## src/rtl/riscv_defines.sv

```systemverilog
// Shared types and widths for the registered execute stage and its MDU.
package riscv_defines;

    localparam int WORD_WIDTH   = 32;
    localparam int ALU_OP_WIDTH = 4;

    // RV32M operation, funct3 encoding
    typedef enum logic [2:0] {
        MDU_MUL    = 3'b000,
        MDU_MULH   = 3'b001,
        MDU_MULHSU = 3'b010,
        MDU_MULHU  = 3'b011,
        MDU_DIV    = 3'b100,
        MDU_DIVU   = 3'b101,
        MDU_REM    = 3'b110,
        MDU_REMU   = 3'b111
    } mdu_op_e;

    typedef enum logic [1:0] {
        IDLE = 2'd0,
        CALC = 2'd1,
        FIX  = 2'd2
    } mdu_state_e;

    // ALU op: {funct7[5], funct3}, so bits [2:0] double as the MDU op
    typedef enum logic [3:0] {
        ALU_ADD  = 4'b0000,
        ALU_SLL  = 4'b0001,
        ALU_SLT  = 4'b0010,
        ALU_SLTU = 4'b0011,
        ALU_XOR  = 4'b0100,
        ALU_SRL  = 4'b0101,
        ALU_OR   = 4'b0110,
        ALU_AND  = 4'b0111,
        ALU_SUB  = 4'b1000,
        ALU_SRA  = 4'b1101
    } alu_op_e;

endpackage

```

## src/rtl/mdu_iter.sv

```systemverilog
// Iterative RV32M multiply/divide: shift-add multiply, restoring divide,
// MDU_UNROLL bits per cycle. Result is valid while done_o is high.
module mdu_iter #(
    parameter int WORD_WIDTH = 32,
    parameter int MDU_UNROLL = 1
) (
    input  logic                  clk,
    input  logic                  rst_n,
    input  logic                  start_i,
    input  logic [2:0]            op_i,
    input  logic [WORD_WIDTH-1:0] a_i,
    input  logic [WORD_WIDTH-1:0] b_i,
    output logic                  busy_o,
    output logic                  done_o,
    output logic [WORD_WIDTH-1:0] result_o
);
    import riscv_defines::*;

    localparam int STEPS = WORD_WIDTH / MDU_UNROLL;
    localparam int CNT_W = $clog2(STEPS + 1);
    localparam logic [CNT_W-1:0]      CNT_INIT = CNT_W'(STEPS);
    localparam logic [WORD_WIDTH-1:0] MIN_VAL  = {1'b1, {(WORD_WIDTH-1){1'b0}}};

    mdu_state_e state_q, state_d;
    logic [CNT_W-1:0]      cnt_q, cnt_d;
    mdu_op_e               op_q, op_d;
    logic                  quo_neg_q, quo_neg_d;
    logic                  rem_neg_q, rem_neg_d;
    logic [WORD_WIDTH:0]   hi_q, hi_d;
    logic [WORD_WIDTH-1:0] lo_q, lo_d;
    logic [WORD_WIDTH-1:0] dsr_q, dsr_d;

    mdu_op_e               op_in;
    logic                  is_div, a_signed, b_signed, a_neg, b_neg, div_zero, div_ovf;
    logic [WORD_WIDTH-1:0] a_mag, b_mag;
    logic [WORD_WIDTH:0]   step_hi;
    logic [WORD_WIDTH-1:0] step_lo;
    logic [2*WORD_WIDTH-1:0] prod, prod_s;

    assign op_in    = mdu_op_e'(op_i);
    assign is_div   = op_i[2];
    assign a_signed = (op_in == MDU_MULH) || (op_in == MDU_MULHSU) ||
                      (op_in == MDU_DIV)  || (op_in == MDU_REM);
    assign b_signed = (op_in == MDU_MULH) || (op_in == MDU_DIV) || (op_in == MDU_REM);
    assign a_neg    = a_signed && a_i[WORD_WIDTH-1];
    assign b_neg    = b_signed && b_i[WORD_WIDTH-1];
    assign a_mag    = a_neg ? -a_i : a_i;
    assign b_mag    = b_neg ? -b_i : b_i;
    assign div_zero = is_div && (b_i == '0);
    assign div_ovf  = is_div && a_signed && (a_i == MIN_VAL) && (b_i == '1);

    // One iteration group: MDU_UNROLL multiply or divide steps on {hi, lo}
    always_comb begin
        step_hi = hi_q;
        step_lo = lo_q;
        for (int u = 0; u < MDU_UNROLL; u++) begin
            if (op_q[2]) begin
                step_hi = {step_hi[WORD_WIDTH-1:0], step_lo[WORD_WIDTH-1]};
                step_lo = {step_lo[WORD_WIDTH-2:0], 1'b0};
                if (step_hi >= {1'b0, dsr_q}) begin
                    step_hi    = step_hi - {1'b0, dsr_q};
                    step_lo[0] = 1'b1;
                end
            end else begin
                if (step_lo[0]) begin
                    step_hi = step_hi + {1'b0, dsr_q};
                end
                step_lo = {step_hi[0], step_lo[WORD_WIDTH-1:1]};
                step_hi = {1'b0, step_hi[WORD_WIDTH:1]};
            end
        end
    end

    // FSM next state plus operand/accumulator updates
    always_comb begin
        state_d   = state_q;
        cnt_d     = cnt_q;
        op_d      = op_q;
        quo_neg_d = quo_neg_q;
        rem_neg_d = rem_neg_q;
        hi_d      = hi_q;
        lo_d      = lo_q;
        dsr_d     = dsr_q;
        case (state_q)
            IDLE: begin
                if (start_i) begin
                    op_d = op_in;
                    if (div_zero) begin
                        // quotient all ones, remainder is the raw dividend
                        hi_d      = {1'b0, a_i};
                        lo_d      = '1;
                        quo_neg_d = 1'b0;
                        rem_neg_d = 1'b0;
                        state_d   = FIX;
                    end else if (div_ovf) begin
                        hi_d      = '0;
                        lo_d      = MIN_VAL;
                        quo_neg_d = 1'b0;
                        rem_neg_d = 1'b0;
                        state_d   = FIX;
                    end else begin
                        hi_d      = '0;
                        lo_d      = is_div ? a_mag : b_mag;
                        dsr_d     = is_div ? b_mag : a_mag;
                        quo_neg_d = a_neg ^ b_neg;
                        rem_neg_d = a_neg;
                        cnt_d     = CNT_INIT;
                        state_d   = CALC;
                    end
                end
            end
            CALC: begin
                hi_d  = step_hi;
                lo_d  = step_lo;
                cnt_d = cnt_q - CNT_W'(1);
                if (cnt_q == CNT_W'(1)) begin
                    state_d = FIX;
                end
            end
            FIX: begin
                state_d = IDLE;
            end
            default: begin
                state_d = IDLE;
            end
        endcase
    end

    // Control state; reset aborts any operation in flight
    always_ff @(posedge clk or negedge rst_n) begin
        if (!rst_n) begin
            state_q <= IDLE;
            cnt_q   <= '0;
        end else begin
            state_q <= state_d;
            cnt_q   <= cnt_d;
        end
    end

    // Datapath registers; only read in CALC/FIX, so no reset needed
    always_ff @(posedge clk) begin
        op_q      <= op_d;
        quo_neg_q <= quo_neg_d;
        rem_neg_q <= rem_neg_d;
        hi_q      <= hi_d;
        lo_q      <= lo_d;
        dsr_q     <= dsr_d;
    end

    assign prod   = {hi_q[WORD_WIDTH-1:0], lo_q};
    assign prod_s = quo_neg_q ? -prod : prod;

    // Sign correction and half/quotient/remainder selection
    always_comb begin
        result_o = '0;
        case (op_q)
            MDU_MUL:                           result_o = prod_s[WORD_WIDTH-1:0];
            MDU_MULH, MDU_MULHSU, MDU_MULHU:   result_o = prod_s[2*WORD_WIDTH-1:WORD_WIDTH];
            MDU_DIV, MDU_DIVU:                 result_o = quo_neg_q ? -lo_q : lo_q;
            MDU_REM, MDU_REMU:                 result_o = rem_neg_q ? -hi_q[WORD_WIDTH-1:0]
                                                                    : hi_q[WORD_WIDTH-1:0];
            default:                           result_o = '0;
        endcase
    end

    assign busy_o = (state_q != IDLE);
    assign done_o = (state_q == FIX);

endmodule

```

## src/rtl/ex_stage_mc.sv

```systemverilog
// Registered execute stage: immediates, ALU, branch/jump resolution,
// optional iterative MDU and a valid/ready EX/WB output register.
module ex_stage_mc #(
    parameter int WORD_WIDTH   = 32,
    parameter int RISCV_M_CORE = 1,
    parameter int MDU_UNROLL   = 1
) (
    input  logic                                   clk,
    input  logic                                   rst_n,
    input  logic                                   id_valid_i,
    output logic                                   ex_ready_o,
    input  logic [WORD_WIDTH-1:0]                  reg_rdata1_i,
    input  logic [WORD_WIDTH-1:0]                  reg_rdata2_i,
    input  logic [31:0]                            instruction_i,
    input  logic [WORD_WIDTH-1:0]                  program_count_i,
    input  logic [riscv_defines::ALU_OP_WIDTH-1:0] alu_op_ctrl_i,
    input  logic                                   stype_imm_mux_i,
    input  logic                                   auipc_flag_i,
    input  logic                                   imm_alu_mux_i,
    input  logic                                   jalr_flag_i,
    input  logic                                   jal_flag_i,
    input  logic                                   branch_flag_i,
    input  logic                                   lui_alu_bypass_i,
    input  logic                                   zeroflag_inv_i,
    input  logic                                   alu_mdu_mux_i,
    input  logic                                   wb_ready_i,
    output logic                                   wb_valid_o,
    output logic [WORD_WIDTH-1:0]                  wb_data_o,
    output logic [4:0]                             reg_waddr_o,
    output logic                                   pc_branch_ctrl_o,
    output logic [WORD_WIDTH-1:0]                  pc_branch_addr_o
);
    import riscv_defines::*;

    localparam int SHW = $clog2(WORD_WIDTH);
    localparam logic [WORD_WIDTH-1:0] LSB_CLR = {{(WORD_WIDTH-1){1'b1}}, 1'b0};

    logic [WORD_WIDTH-1:0] imm_i, imm_s, imm_b, imm_j, imm_u, imm_sel;
    logic [WORD_WIDTH-1:0] op_a, op_b, alu_res, alu_wb, redir_addr, mdu_res;
    logic signed [WORD_WIDTH-1:0] op_a_s, op_b_s;
    logic [SHW-1:0] shamt;
    logic br_taken, redir, accept, is_mdu, mdu_start, mdu_busy, mdu_done;
    logic unused_opcode;

    logic                  wb_valid_q, wb_valid_d;
    logic [WORD_WIDTH-1:0] wb_data_q, wb_data_d;
    logic [4:0]            reg_waddr_q, reg_waddr_d;
    logic [4:0]            rd_pend_q, rd_pend_d;
    logic                  redir_q, redir_d;
    logic [WORD_WIDTH-1:0] redir_addr_q, redir_addr_d;

    assign unused_opcode = ^instruction_i[6:0];

    assign imm_i = WORD_WIDTH'($signed(instruction_i[31:20]));
    assign imm_s = WORD_WIDTH'($signed({instruction_i[31:25], instruction_i[11:7]}));
    assign imm_b = WORD_WIDTH'($signed({instruction_i[31], instruction_i[7],
                                        instruction_i[30:25], instruction_i[11:8], 1'b0}));
    assign imm_j = WORD_WIDTH'($signed({instruction_i[31], instruction_i[19:12],
                                        instruction_i[20], instruction_i[30:21], 1'b0}));
    assign imm_u = WORD_WIDTH'($signed({instruction_i[31:12], 12'b0}));

    assign imm_sel = auipc_flag_i ? imm_u : (stype_imm_mux_i ? imm_s : imm_i);
    assign op_a    = auipc_flag_i ? program_count_i : reg_rdata1_i;
    assign op_b    = imm_alu_mux_i ? imm_sel : reg_rdata2_i;
    assign op_a_s  = op_a;
    assign op_b_s  = op_b;
    assign shamt   = op_b[SHW-1:0];

    // ALU
    always_comb begin
        alu_res = '0;
        case (alu_op_e'(alu_op_ctrl_i))
            ALU_ADD:  alu_res = op_a + op_b;
            ALU_SUB:  alu_res = op_a - op_b;
            ALU_SLL:  alu_res = op_a << shamt;
            ALU_SLT:  alu_res = {{(WORD_WIDTH-1){1'b0}}, op_a_s < op_b_s};
            ALU_SLTU: alu_res = {{(WORD_WIDTH-1){1'b0}}, op_a < op_b};
            ALU_XOR:  alu_res = op_a ^ op_b;
            ALU_SRL:  alu_res = op_a >> shamt;
            ALU_SRA:  alu_res = op_a_s >>> shamt;
            ALU_OR:   alu_res = op_a | op_b;
            ALU_AND:  alu_res = op_a & op_b;
            default:  alu_res = op_a + op_b;
        endcase
    end

    assign alu_wb     = lui_alu_bypass_i ? imm_u
                      : ((jal_flag_i || jalr_flag_i) ? program_count_i + WORD_WIDTH'(4) : alu_res);
    assign br_taken   = branch_flag_i && ((alu_res == '0) ^ zeroflag_inv_i);
    assign redir      = br_taken || jal_flag_i || jalr_flag_i;
    assign redir_addr = jalr_flag_i ? ((reg_rdata1_i + imm_i) & LSB_CLR)
                                    : program_count_i + (jal_flag_i ? imm_j : imm_b);

    assign ex_ready_o = !mdu_busy && (!wb_valid_q || wb_ready_i);
    assign accept     = id_valid_i && ex_ready_o;
    assign is_mdu     = (RISCV_M_CORE != 0) && alu_mdu_mux_i;
    assign mdu_start  = accept && is_mdu;

    generate
        if (RISCV_M_CORE != 0) begin : g_mdu
            mdu_iter #(
                .WORD_WIDTH (WORD_WIDTH),
                .MDU_UNROLL (MDU_UNROLL)
            ) u_mdu (
                .clk      (clk),
                .rst_n    (rst_n),
                .start_i  (mdu_start),
                .op_i     (alu_op_ctrl_i[2:0]),
                .a_i      (reg_rdata1_i),
                .b_i      (reg_rdata2_i),
                .busy_o   (mdu_busy),
                .done_o   (mdu_done),
                .result_o (mdu_res)
            );
        end else begin : g_no_mdu
            assign mdu_busy = 1'b0;
            assign mdu_done = 1'b0;
            assign mdu_res  = '0;
        end
    endgenerate

    // EX/WB register: ALU load on accept, MDU load on done, hold while stalled
    always_comb begin
        wb_valid_d   = wb_valid_q;
        wb_data_d    = wb_data_q;
        reg_waddr_d  = reg_waddr_q;
        redir_d      = redir_q;
        redir_addr_d = redir_addr_q;
        rd_pend_d    = mdu_start ? instruction_i[11:7] : rd_pend_q;
        if (accept && !is_mdu) begin
            wb_valid_d   = 1'b1;
            wb_data_d    = alu_wb;
            reg_waddr_d  = instruction_i[11:7];
            redir_d      = redir;
            redir_addr_d = redir_addr;
        end else if (mdu_done) begin
            wb_valid_d   = 1'b1;
            wb_data_d    = mdu_res;
            reg_waddr_d  = rd_pend_q;
            redir_d      = 1'b0;
            redir_addr_d = '0;
        end else if (wb_ready_i) begin
            wb_valid_d   = 1'b0;
            redir_d      = 1'b0;
        end
    end

    // Output register state
    always_ff @(posedge clk or negedge rst_n) begin
        if (!rst_n) begin
            wb_valid_q   <= 1'b0;
            wb_data_q    <= '0;
            reg_waddr_q  <= '0;
            rd_pend_q    <= '0;
            redir_q      <= 1'b0;
            redir_addr_q <= '0;
        end else begin
            wb_valid_q   <= wb_valid_d;
            wb_data_q    <= wb_data_d;
            reg_waddr_q  <= reg_waddr_d;
            rd_pend_q    <= rd_pend_d;
            redir_q      <= redir_d;
            redir_addr_q <= redir_addr_d;
        end
    end

    assign wb_valid_o       = wb_valid_q;
    assign wb_data_o        = wb_data_q;
    assign reg_waddr_o      = reg_waddr_q;
    assign pc_branch_ctrl_o = redir_q;
    assign pc_branch_addr_o = redir_addr_q;

endmodule
```

## config.mk

```make
export PLATFORM = sky130hd
export DESIGN_NAME = ex_stage_mc
export DESIGN_NICKNAME = d
export VERILOG_FILES = /design/src/rtl/riscv_defines.sv /design/src/rtl/mdu_iter.sv /design/src/rtl/ex_stage_mc.sv
export SDC_FILE = /design/constraint.sdc
export NUM_CORES = 2
export LEC_CHECK = 0
export ABC_AREA = 1
export CAP_MARGIN = 5
export CORE_MARGIN = 10
export CORE_UTILIZATION = 45
export CTS_BUF_LIST = sky130_fd_sc_hd__clkbuf_8
export CTS_CLUSTER_DIAMETER = 200
export DETAILED_ROUTE_END_ITERATION = 16
export MAX_ROUTING_LAYER = met4
export SYNTH_ARGS = -nofsm -noshare
export SYNTH_HDL_FRONTEND = slang
export SYNTH_HIERARCHICAL = 1
export SYNTH_SLANG_ARGS = --single-unit
```

## constraint.sdc

```tcl
create_clock -name clk -period 6.4 [get_ports clk]
set_clock_uncertainty 0.05 [all_clocks]
set_input_delay 1.28 -clock clk [delete_from_list [all_inputs] [get_ports clk]]
set_output_delay 1.28 -clock clk [all_outputs]
set_load 0.01 [all_outputs]
```

# Word-level counts from Yosys, hierarchy flattened
# Index checks and enable logic that the tools add are counted.
# op_classes
addsub,13
n_lt_le_gt_ge,3
n_eq_ne,29
shifts,3
n_mux,49
bitwise_logic,7
reduce_logical,40
# ops
operator,count
2-to-1 mux 32 bit,20
case mux 32 bit (9 select lines),1
2-to-1 mux 33 bit,4
negator 32 bit,4
case mux 32 bit (4 select lines),1
adder 32 bit,3
case mux 33 bit (2 select lines),1
"equality test 32 bit, second input constant",2
zero test 32 bit,2
less-than comparator 32 bit,2
2-to-1 mux 64 bit,1
negator 64 bit,1
case mux 32 bit (2 select lines),1
adder 33 x 32 -> 33 bit,1
>= comparator 33 x 32 -> 1 bit,1
subtractor 33 x 32 -> 33 bit,1
"adder 32 x 3 -> 32 bit, second input constant",1
bitwise AND 32 bit,1
bitwise OR 32 bit,1
<< shifter 32 x 5 -> 32 bit,1
>> shifter 32 x 5 -> 32 bit,1
>>> shifter 32 x 5 -> 32 bit,1
subtractor 32 bit,1
XOR 32 bit,1
34 further kinds,90
# word_totals
ff_bits,186
inputBits,145
out_inout_bits,72
wordCells,158

# Depth between registers and ports, before layout
# logic_depth
depth_word,11
mapped_depth,35
mapped_depth_nobuf,31

# By module
# The synthesis kept the hierarchy.
# modules_own_cells
mod,instances,cells_each,area_per_inst_um2,seq_area_each_um2
ex_stage_mc,1,3277,18220.0,1901.8
mdu_iter,1,3101,17116.4,3263.1

# Worst setup path after synthesis
# OpenSTA, ideal clock, no wires.
# synth_timing
path_type,input to register
start,input port auipc_flag_i
end,register redir_q (netlist: pc_branch_ctrl_o)
setup_ps,117
t_arrival_ps,4472
t_required_ps,6233
setup_slack_ps,1761
stages,30
path_buffers,5
cell_sequence,buf_6 > nor2_4 > buf_6 > o211ai_2 > o21ai_2 > inv_2 > buf_2 > buf_2 > ha_1 > clkbuf_2 > inv_1 > a21oi_1 > o21ai_0 > a21oi_1 > nand2_1 > nand2_1 > nand2_1 > a21boi_0 > and2_1 > nor2_1 > nor2_1 > nand2_1 > nor2_1 > nand2_1 > nor2_2 > nand3_1 > nand3_1 > nand2_1 > nand2_1 > nand2_1
# synth_via
elab_chain_cells,10
elab_cells_between_ends,20
cone_classes,2 x add/sub; 2 x order compare; 3 x shift; 5 x mux; 4 x bitwise; 4 x reduce/logical
# synth_rtl
item,line,source
"start, declared",ex_stage_mc.sv:18,"input logic auipc_flag_i,"
2-to-1 mux 31 bit,ex_stage_mc.sv:62,assign imm_sel = auipc_flag_i ? imm_u : (stype_imm_mux_i ? imm_s : imm_i);
2-to-1 mux 32 bit,ex_stage_mc.sv:64,assign op_b = imm_alu_mux_i ? imm_sel : reg_rdata2_i;
"adder 32 bit, or another cell as far along","ex_stage_mc.sv:73, ex_stage_mc.sv:83",
case mux 32 bit (9 select lines) (*),ex_stage_mc.sv:72,case (alu_op_e'(alu_op_ctrl_i))
zero test 32 bit (*),ex_stage_mc.sv:89,assign br_taken = branch_flag_i && ((alu_res == '0) ^ zeroflag_inv_i);
XOR 1 bit (*),ex_stage_mc.sv:89,
logical AND 1 bit (*),ex_stage_mc.sv:89,
logical OR 1 bit (*) (2 in a row),ex_stage_mc.sv:90,assign redir = br_taken || jal_flag_i || jalr_flag_i;
2-to-1 mux 1 bit (*),ex_stage_mc.sv:130,if (accept && !is_mdu) begin
"end signal, assigned",ex_stage_mc.sv:162,redir_q <= redir_d;
"end, declared",ex_stage_mc.sv:49,"logic redir_q, redir_d;"
# Every way passes the cells marked *; elsewhere a longest branch is shown, timed or not.
# A chain may end at the register's enable or synchronous reset.

# Worst setup path in the final report
# layout_timing
start,input port imm_alu_mux_i
end,register redir_q (netlist: pc_branch_ctrl_o)
# layout_via
elab_chain_cells,9
elab_cells_between_ends,18
cone_classes,2 x add/sub; 2 x order compare; 3 x shift; 3 x mux; 4 x bitwise; 4 x reduce/logical
# layout_rtl
item,line,source
"start, declared",ex_stage_mc.sv:19,"input logic imm_alu_mux_i,"
2-to-1 mux 32 bit (*),ex_stage_mc.sv:64,
"adder 32 bit, or another cell as far along","ex_stage_mc.sv:73, ex_stage_mc.sv:83",
case mux 32 bit (9 select lines) (*),ex_stage_mc.sv:72,
zero test 32 bit (*),ex_stage_mc.sv:89,
XOR 1 bit (*),ex_stage_mc.sv:89,
logical AND 1 bit (*),ex_stage_mc.sv:89,
logical OR 1 bit (*) (2 in a row),ex_stage_mc.sv:90,
2-to-1 mux 1 bit (*),ex_stage_mc.sv:130,
# Marks and branches as above.

==> impl_results.md <==
- Final Hold Fails: 0
- Flop2flop setup slack: 2590 ps
- Tcrit/Tclk final: 0.931
- RSZ-0062 raised after global routing: no
- Sequential fraction of the synthesis area: 0.146
- Most frequent cell after synthesis: nand2_1
- Die area: 0.0901 sq mm
- First-pass GRT wire length: approximately 270 mm
- Mapped cell area: around 0.035 sq mm
- Vias in the first global route: 40,900
- TritonCTS buffer count: 17
- DRC: 0
- Setup ws final: 439 ps
- Sw power: 7940 uW
- Pint: around 5200 uW
- Core Area: 0.0776 sq mm
- Syn Area/Cell: 5.54 sq um
- Critical path launch point type: input pin
- Fin crit period: 5960 ps
- Most frequent cells after synthesis: nand2_1, nand3_1, inv_1
- Critical Path End: pc_branch_ctrl_o
- # fillers: 8,643
- Combinational power share: 0.718
- Clock Root Buffer: clkbuf_8
- Worst Path Max Fanout: 18
- Die Span X: 300 microns
- Dpl ws: ~110 ps
- WP data required: approximately 7000 ps
- Max frequency: 0.168 GHz
- Routed len/inst: ~25 microns
- Initial Util: 0.455
- Clock Power Share: 0.062
- Min Hold Slack: approximately 440 ps
- I/O pins: 217
- Clock latency at the later pin of the worst-skew pair: about 560 ps
- Reg clk slew, reported paths: about 120 ps
- EDFF count, synth: 102
- Initial DRC Count: between 6,000 and 7,000
- Max-cap violations: 0
- Reg2Reg Depth: 17
- TNS Setup: 0 ps
- Tightest Pin Transition: 1110 ps
- Placement Rows: 102
- Synth top area cells: nand2_1, nand3_1, inv_1
- Largest net degree at the start of global routing: 86
- CTS Buffer Depth: 2
- DR pass1 iterations: 8
- CP peak stage delay: a little under 700 ps
- DP HPWL: 158 mm
- # H-tree levels: 4
- Syn_nets: just under 7,000
- Min-Delay Path Class: flop to flop
- Worst flop-to-flop path endpoint: wb_data_o[4]
- Initial antenna violation count: 12
- Switching Share: 0.606
- Hold bufs inserted after CTS: 0
- Worst Setup End Kind: flop
- Post-synth ARST share: 0.452
- Top-area cell type share of the netlist area: 0.204
- ANT nets after route: 0
- Total track usage: 0.414
- Seq pwr share: 0.219
- Critical Path Slowest Stage Cell: clkdlybuf4s50_1
- VDD IR max: 0.000175 V
- Cell taking the most area after synthesis: nand2_1
- Post-CTS sizing: 0
- CTS tree: yes
- PD cells: around 330 mW/mm^2
- Total grt overflow: 0
- Share of layout cells above drive strength 1: 0.0441
- Area Overhead vs Synth: 10.8%
- Post-Route WL: 191 mm
- Yosys warnings: 6
- IO buf count: around 210
- Mapped Cells: 6,378
- CP Data Arrival Time: 6380 ps
- Status: finished clean
- Critical Path Start: imm_alu_mux_i
- Kind of critical path: input pin to flop
- Gpl congestion: ~1.1
- Synth cell types: 66
- R2R Path Start: g_mdu.u_mdu/lo_q[0]
- Pins Over Slew Limit: 0
- Predominant post-synthesis flop cell: edfxtp_1
- #FFs+latches synth: roughly 190
- Relative slew slack: 0.260
- Final Power: 13,100 uW
- LEAKAGE: 0.0197 uW
- CTS Sinks: approximately 190
- DIE HEIGHT: 300 microns
- Vias: 45,800
- Nets: 6,897
- Final Setup Violations: 0
- Most Frequent Cell on Critical Path: nand2_1
- Postcts setup bufs: 0
- Vias/cell: approximately 6
- Final Core Density: 0.504
-- power by group through the flow --
| stage | logic, uW | registers, uW | clock network, uW |
|---|---|---|---|
| floorplan | 5740 | 2450 | 0 |
| global placement | 9020 | 2830 | 0 |
| detailed placement | 9080 | 2840 | 0 |
| CTS | 9120 | 2810 | 829 |
| global route | 10200 | 2870 | 878 |
| finish | 9410 | 2870 | 819 |
-- routing by layer --
metal,track usage,part of all wire
met5,-,0
met3,0.0959,0.12
met2,0.604,0.42
met4,0.290,0.085
met1,0.500,0.38
-- final cells by class --
class | count | area, sq um | area share
well taps | 1040 | 1300 | 0.0332
flip-flops and latches | 186 | 5160 | 0.132
inverters | 854 | 3210 | 0.0821
clock buffers | 17 | 234 | 0.00598
repair buffers | 355 | 3200 | 0.0818
multi-input cells | 5105 | 25900 | 0.661
diodes | 13 | 32.5 | 0.000831
clock inverters | 15 | 138 | 0.00352
-- cell usage in the layout (no fill, tap or decap), types with 102 or more instances in the layout --
cell             instances
nand2_1               1920
nand3_1                836
inv_1                  828
nor2_1                 627
a21oi_1                382
o21ai_0                379
ha_1                   229
clkdlybuf4s50_1        206
buf_4                  145
edfxtp_1               102
-- worst min-delay path by stage --
stage | start | end | slack (ps) | depth (start not counted)
3_3_place_gp | pc_branch_addr_o[17] | pc_branch_addr_o[17] | 420 | 2
4_1_cts | pc_branch_addr_o[20] | pc_branch_addr_o[20] | 450 | 2
3_5_place_dp | pc_branch_addr_o[28] | pc_branch_addr_o[28] | 420 | 2
2_1_floorplan | rd_pend_q[4] | rd_pend_q[4] | 400 | 2
5_1_grt | wb_data_o[17] | wb_data_o[17] | 470 | 2
6_report | pc_branch_addr_o[20] | pc_branch_addr_o[20] | 440 | 2
-- per-stage QoR --
step / cells / area [sq um]
CTS: 7572 / 39100
floorplan: 6378 / 35300
global placement: 7540 / 38700
finish: 7585 / 39100
global route: 7584 / 39100
detailed placement: 7540 / 38700
-- cells by family (layout without fill, tap and decap cells) --
kind of cell             after synthesis  in the layout  synth area share
AND/OR/NAND/NOR                     3644           3644             0.437
AO/OA/AOI/OAI                       1101           1101             0.179
buffers and inverters               1087           1241             0.123
adder cells (fa/ha/maj)              233            233            0.0834
flip-flops                           186            186             0.146
XOR/XNOR                             126            126            0.0312
multiplexers                           1              1          0.000283
other                                  0             13                 0
-- worst max-delay path: cells and delay by family --
family	cells	cell delay, ps
AOI/OAI and AO/OA	8	1740
and+or+nand+nor	13	1500
buffers and inverters	6	1570
adders and majority gates	1	300
-- flip-flops by register name, indices dropped and copies added (netlist names), 2 cells and up --
name,flops
g_mdu.u_mdu/dsr_q,32
g_mdu.u_mdu/lo_q,32
wb_data_o,32
reg_waddr_o,5
g_mdu.u_mdu/state_q,2
g_mdu.u_mdu/cnt_q,6
pc_branch_addr_o,32
g_mdu.u_mdu/hi_q,33
rd_pend_q,5
g_mdu.u_mdu/op_q,3
Power figures use the tool's default switching activity.
